**src/rtl/pb_press_classifier.sv**
```systemverilog
// Push-button press classifier: turns a rise pulse plus the button level into
// short-press, long-press and auto-repeat pulses. Auto-repeat is built only when PB_AUTO_REPEAT_EN is defined.
module pb_press_classifier #(
  parameter int MIN_CYC    = 3,
  parameter int LONG_CYC   = 20,
  parameter int REPEAT_CYC = 5
) (
  input  logic clk,
  input  logic rst,
  input  logic press_rise,
  input  logic press_lvl,
  output logic short_press,
  output logic long_press,
  output logic rpt_pulse,
  output logic held
);

  localparam int MAX_CYC = (LONG_CYC > REPEAT_CYC) ? LONG_CYC : REPEAT_CYC;
  localparam int CNT_W   = ($clog2(MAX_CYC) < 1) ? 1 : $clog2(MAX_CYC);

  localparam logic [CNT_W-1:0] MIN_VAL   = CNT_W'(MIN_CYC);
  localparam logic [CNT_W-1:0] LONG_LAST = CNT_W'(LONG_CYC - 1);
`ifdef PB_AUTO_REPEAT_EN
  localparam logic [CNT_W-1:0] RPT_LAST  = CNT_W'(REPEAT_CYC - 1);
`endif

  localparam logic [1:0] IDLE    = 2'd0;
  localparam logic [1:0] PRESSED = 2'd1;
  localparam logic [1:0] HELD    = 2'd2;

  logic [1:0]       state_r;
  logic [1:0]       state_nxt_s;
  logic [CNT_W-1:0] cnt_r;
  logic [CNT_W-1:0] cnt_nxt_s;
  logic             short_nxt_s;
  logic             long_nxt_s;
  logic             rpt_nxt_s;

  // Next-state, counter and output-pulse decode
  always_comb begin
    state_nxt_s = state_r;
    cnt_nxt_s   = cnt_r;
    short_nxt_s = 1'b0;
    long_nxt_s  = 1'b0;
    rpt_nxt_s   = 1'b0;
    case (state_r)
      IDLE: begin
        if (press_rise) begin
          state_nxt_s = PRESSED;
          cnt_nxt_s   = '0;
        end else begin
          state_nxt_s = IDLE;
        end
      end
      PRESSED: begin
        if (!press_lvl) begin
          // Release: only presses at least MIN_CYC long count; shorter ones are glitches.
          state_nxt_s = IDLE;
          cnt_nxt_s   = '0;
          short_nxt_s = (cnt_r >= MIN_VAL);
        end else if (cnt_r == LONG_LAST) begin
          state_nxt_s = HELD;
          cnt_nxt_s   = '0;
          long_nxt_s  = 1'b1;
        end else begin
          cnt_nxt_s   = cnt_r + 1'b1;
        end
      end
      HELD: begin
        if (!press_lvl) begin
          state_nxt_s = IDLE;
          cnt_nxt_s   = '0;
        end else begin
`ifdef PB_AUTO_REPEAT_EN
          if (cnt_r == RPT_LAST) begin
            cnt_nxt_s = '0;
            rpt_nxt_s = 1'b1;
          end else begin
            cnt_nxt_s = cnt_r + 1'b1;
          end
`else
          cnt_nxt_s = '0;
`endif
        end
      end
      default: begin
        state_nxt_s = IDLE;
        cnt_nxt_s   = '0;
      end
    endcase
  end

  // State, counter and registered outputs
  always_ff @(posedge clk or posedge rst) begin
    if (rst) begin
      state_r     <= IDLE;
      cnt_r       <= '0;
      short_press <= 1'b0;
      long_press  <= 1'b0;
      rpt_pulse   <= 1'b0;
      held        <= 1'b0;
    end else begin
      state_r     <= state_nxt_s;
      cnt_r       <= cnt_nxt_s;
      short_press <= short_nxt_s;
      long_press  <= long_nxt_s;
      rpt_pulse   <= rpt_nxt_s;
      held        <= (state_nxt_s == HELD);
    end
  end

endmodule

```
**config.mk**
```make
export PLATFORM = sky130hd
export DESIGN_NAME = pb_press_classifier
export DESIGN_NICKNAME = d
export VERILOG_FILES = /design/src/rtl/pb_press_classifier.sv
export SDC_FILE = /design/constraint.sdc
export NUM_CORES = 1
export LEC_CHECK = 0
export ABC_AREA = 1
export ABC_CLOCK_PERIOD_IN_PS = 1500
export CAP_MARGIN = 20
export CORE_AREA = 4 4 41 43
export CTS_BUF_LIST = sky130_fd_sc_hd__clkbuf_16
export DETAILED_ROUTE_END_ITERATION = 16
export DIE_AREA = 0 0 45 47
export RECOVER_POWER = 25
export SYNTH_ARGS = -nofsm -noshare
export SYNTH_HDL_FRONTEND = slang
export SYNTH_SLANG_ARGS = --single-unit
```
**constraint.sdc**
```tcl
create_clock -name clk -period 1.5 [get_ports clk]
set_clock_uncertainty 0.15 [all_clocks]
set_input_delay 0.375 -clock clk [delete_from_list [all_inputs] [get_ports clk]]
set_output_delay 0.375 -clock clk [all_outputs]
set_load 0.1 [all_outputs]
```
==> run summary <==
Clock sinks -> 10
Post-synth top cells -> nand2_1 (20), inv_1 (11), dfrtp_1 (10)
CTS H-tree depth -> 1
Cell area after synthesis -> 515.5 sq um
Max_cap viols -> 0
DRC errors left -> 0
Hold WS -> 0.3545 ns
Flop pwr share -> 34.6%
Width of the die -> 45 um
Pwr Density -> 1214 mW/mm^2
Core Region -> 0.001301 sq mm
Average size of a mapped cell -> 7.694 sq um
Synth area leader -> dfrtp_1
Slew Limit Fails -> 0
Post-synth EDFFs -> 0
Yosys reg bits -> 10
Synth unique cells -> 17
Drt wl/cell -> 9.652 um
Cells after Synth -> 67
CP Capture Type -> register
WP data required -> 1.47 ns
Fin area -> 703.2 sq um
Die height -> 47 um
Clock buffer depth -> 2
Initial Util -> 39.62%
Total track usage -> 11.08%
Via/cell ratio -> 4.293
Vias in the first global route -> 378
Synth Area in Compound Gates -> 4.612%
Pin count of the biggest net entering global routing -> 11
WP data arrival -> 1.32 ns
Adder-Cell Fraction of Synth Area -> 2.427%
Routed length on met2 -> 396 um
Post-route ant nets -> 0
Post-Synth Simple-Gate Area -> 31.80%
Total CTS buffers -> 3
Worst Reg2Reg Path Length in Cells -> 6
XOR/XNOR Fraction of Synth Area -> 1.699%
Worst R2R Setup Slack -> 0.15 ns
Nets -> 83
Setup violators final -> 0
Postcts setup bufs -> 0
Hold Startpoint -> cnt_r[1]
Layout cell share with drive strength beyond 1 -> 18.18%
Area after DPL -> 624.3 sq um
WL met1 -> 415 um
Ys async rst share -> 100.0%
Drt pass-1 iters -> 4
Ys Warns -> 0
Clk_lat worst skew -> 0.24 ns
Die ar. -> 0.002115 sq mm
CP Launch Type -> register
Initial antenna violation count -> 0
Layout area overhead -> 36.41%
Worst Path Max Fanout -> 6
Final min period -> 1.348 ns
RSZ-0062 raised after global routing -> false
Mux cell area share after synthesis -> 0%
PortBufs -> 6
Global-route wire length before repair -> 1.559 mm
Sequential share of the synthesized area -> 48.54%
Achievable Freq -> 741.8 MHz
Endpoint of the worst register-to-register path -> cnt_r[4]
Endpoints failing hold -> 0
Area share of the largest cell type after synthesis -> 48.54%
Fin crit share -> 89.87%
Status -> finished clean
Reg-to-reg critical path startpoint -> cnt_r[0]
Hold path cells -> 2
TritonCTS clock tree -> done
Main combinational cell family by area after synthesis -> simple AND/OR/NAND/NOR gates
Worst-path clk slew -> 0.04 ns
CTS Hold Bufs -> 0
Post-synth top flop -> dfrtp_1
Critical path type -> reg -> reg
GP Congestion -> 0.8113
# rows -> 13
Hold EP -> cnt_r[1]
Syn Nets -> 72
Tot Pwr -> 0.8540 mW
Clock Tree Root -> clkbuf_16
Internal cell power -> 0.6628 mW
Max Used Layer -> met4
Dpl hpwl -> 704.8 um
Ant. Diodes -> 0
Met3 WL -> 56 um
PostCTS Resize Cnt -> 0
Area contributors post-synth -> dfrtp_1 (49%), nand2_1 (15%), inv_1 (8.0%)
# IOs -> 8
Clock network fraction of total power -> 54.9%
Routed wire length -> 888 um
Switch Pwr -> 0.1912 mW
P_leak -> 0.3691 nW
Comb power frac -> 10.5%
DRT iter0 DRCs -> 4
Sw frac -> 22.39%
Most frequent cell after synthesis -> nand2_1
Final TNS setup -> 0 ns
GRT Residual Overflow -> 0
Via Count -> 395
Worst IR Drop VDD -> 0.6299 mV
Hold Crit Class -> reg -> reg
[cells by family (layout without fill, tap and decap cells)]
kind of cell | Yosys count | after routing
flip-flops | 10 | 10
AND/OR/NAND/NOR | 37 | 37
XOR/XNOR | 1 | 1
buffers and inverters | 13 | 23
other | 1 | 1
adder cells (fa/ha/maj) | 1 | 1
AO/OA/AOI/OAI | 4 | 4
[layout by cell type, fill, tap and decap left out, drive strengths merged, types with 2 or more instances in the layout]
cell type / n
nand2: 22
inv: 12
dfrtp: 10
nor2: 10
nand3: 4
buf: 4
clkbuf: 3
o21ai: 3
clkdlybuf4s50: 2
[routing by layer]
layer,GRT usage [%],up-vias
met2,16.95,12
met1,12.12,163
met3,6.897,3
li1,-,217
met4,5.263,0
met5,0,-
[area by class of cell]
| type | instances | area [sq um] |
|---|---|---|
| fillers | 118 | 598.1 |
| clock buffers | 3 | 75.07 |
| multi-input cells | 44 | 212.7 |
| clock inverters | 1 | 3.754 |
| inverters | 12 | 45.04 |
| well taps | 15 | 18.77 |
| repair buffers | 7 | 97.59 |
| flip-flops and latches | 10 | 250.2 |
[metrics by stage]
stage / instances / util [%] / setup slack [ns]
6_report: 92 / 54.04 / 0.1520
5_1_grt: 92 / 54.04 / 0.04847
4_1_cts: 92 / 54.04 / 0.1435
3_5_place_dp: 88 / 47.98 / -0.09345
3_3_place_gp: 88 / 47.98 / -0.07768
2_1_floorplan: 67 / - / 0.09175
[worst max-delay path by stage]
| stage | to | cells past startpoint | start | slack [ns] |
|---|---|---|---|---|
| 2_1_floorplan | held | 0 | held | 0.09 |
| 3_3_place_gp | state_r[1] | 5 | press_lvl | -0.08 |
| 3_5_place_dp | state_r[1] | 5 | press_lvl | -0.09 |
| 4_1_cts | cnt_r[4] | 6 | cnt_r[0] | 0.14 |
| 5_1_grt | cnt_r[0] | 6 | cnt_r[0] | 0.05 |
| 6_report | cnt_r[4] | 6 | cnt_r[0] | 0.15 |
[power groups by stage]
stage / combinational, mW / sequential, mW / clock [mW]
6_report: 0.0898 / 0.295 / 0.469
5_1_grt: 0.103 / 0.297 / 0.499
4_1_cts: 0.0915 / 0.295 / 0.481
3_5_place_dp: 0.0913 / 0.299 / 0
3_3_place_gp: 0.0914 / 0.298 / 0
2_1_floorplan: 0.0653 / 0.302 / 0
[sequential cells by signal, indices dropped and copies added, names as in the netlist]
| signal | flops |
|---|---|
| cnt_r | 5 |
| state_r | 2 |
| held | 1 |
| long_press | 1 |
| short_press | 1 |
[critical path: stages, from the launching register on]
cell	delay, ns
dfrtp_1	0.38
ha_1	0.25
nand2_1	0.07
inv_1	0.06
nand2_2	0.09
a21oi_2	0.17
nor2_1	0.06
Note: power is estimated with default switching activity, not from simulation.
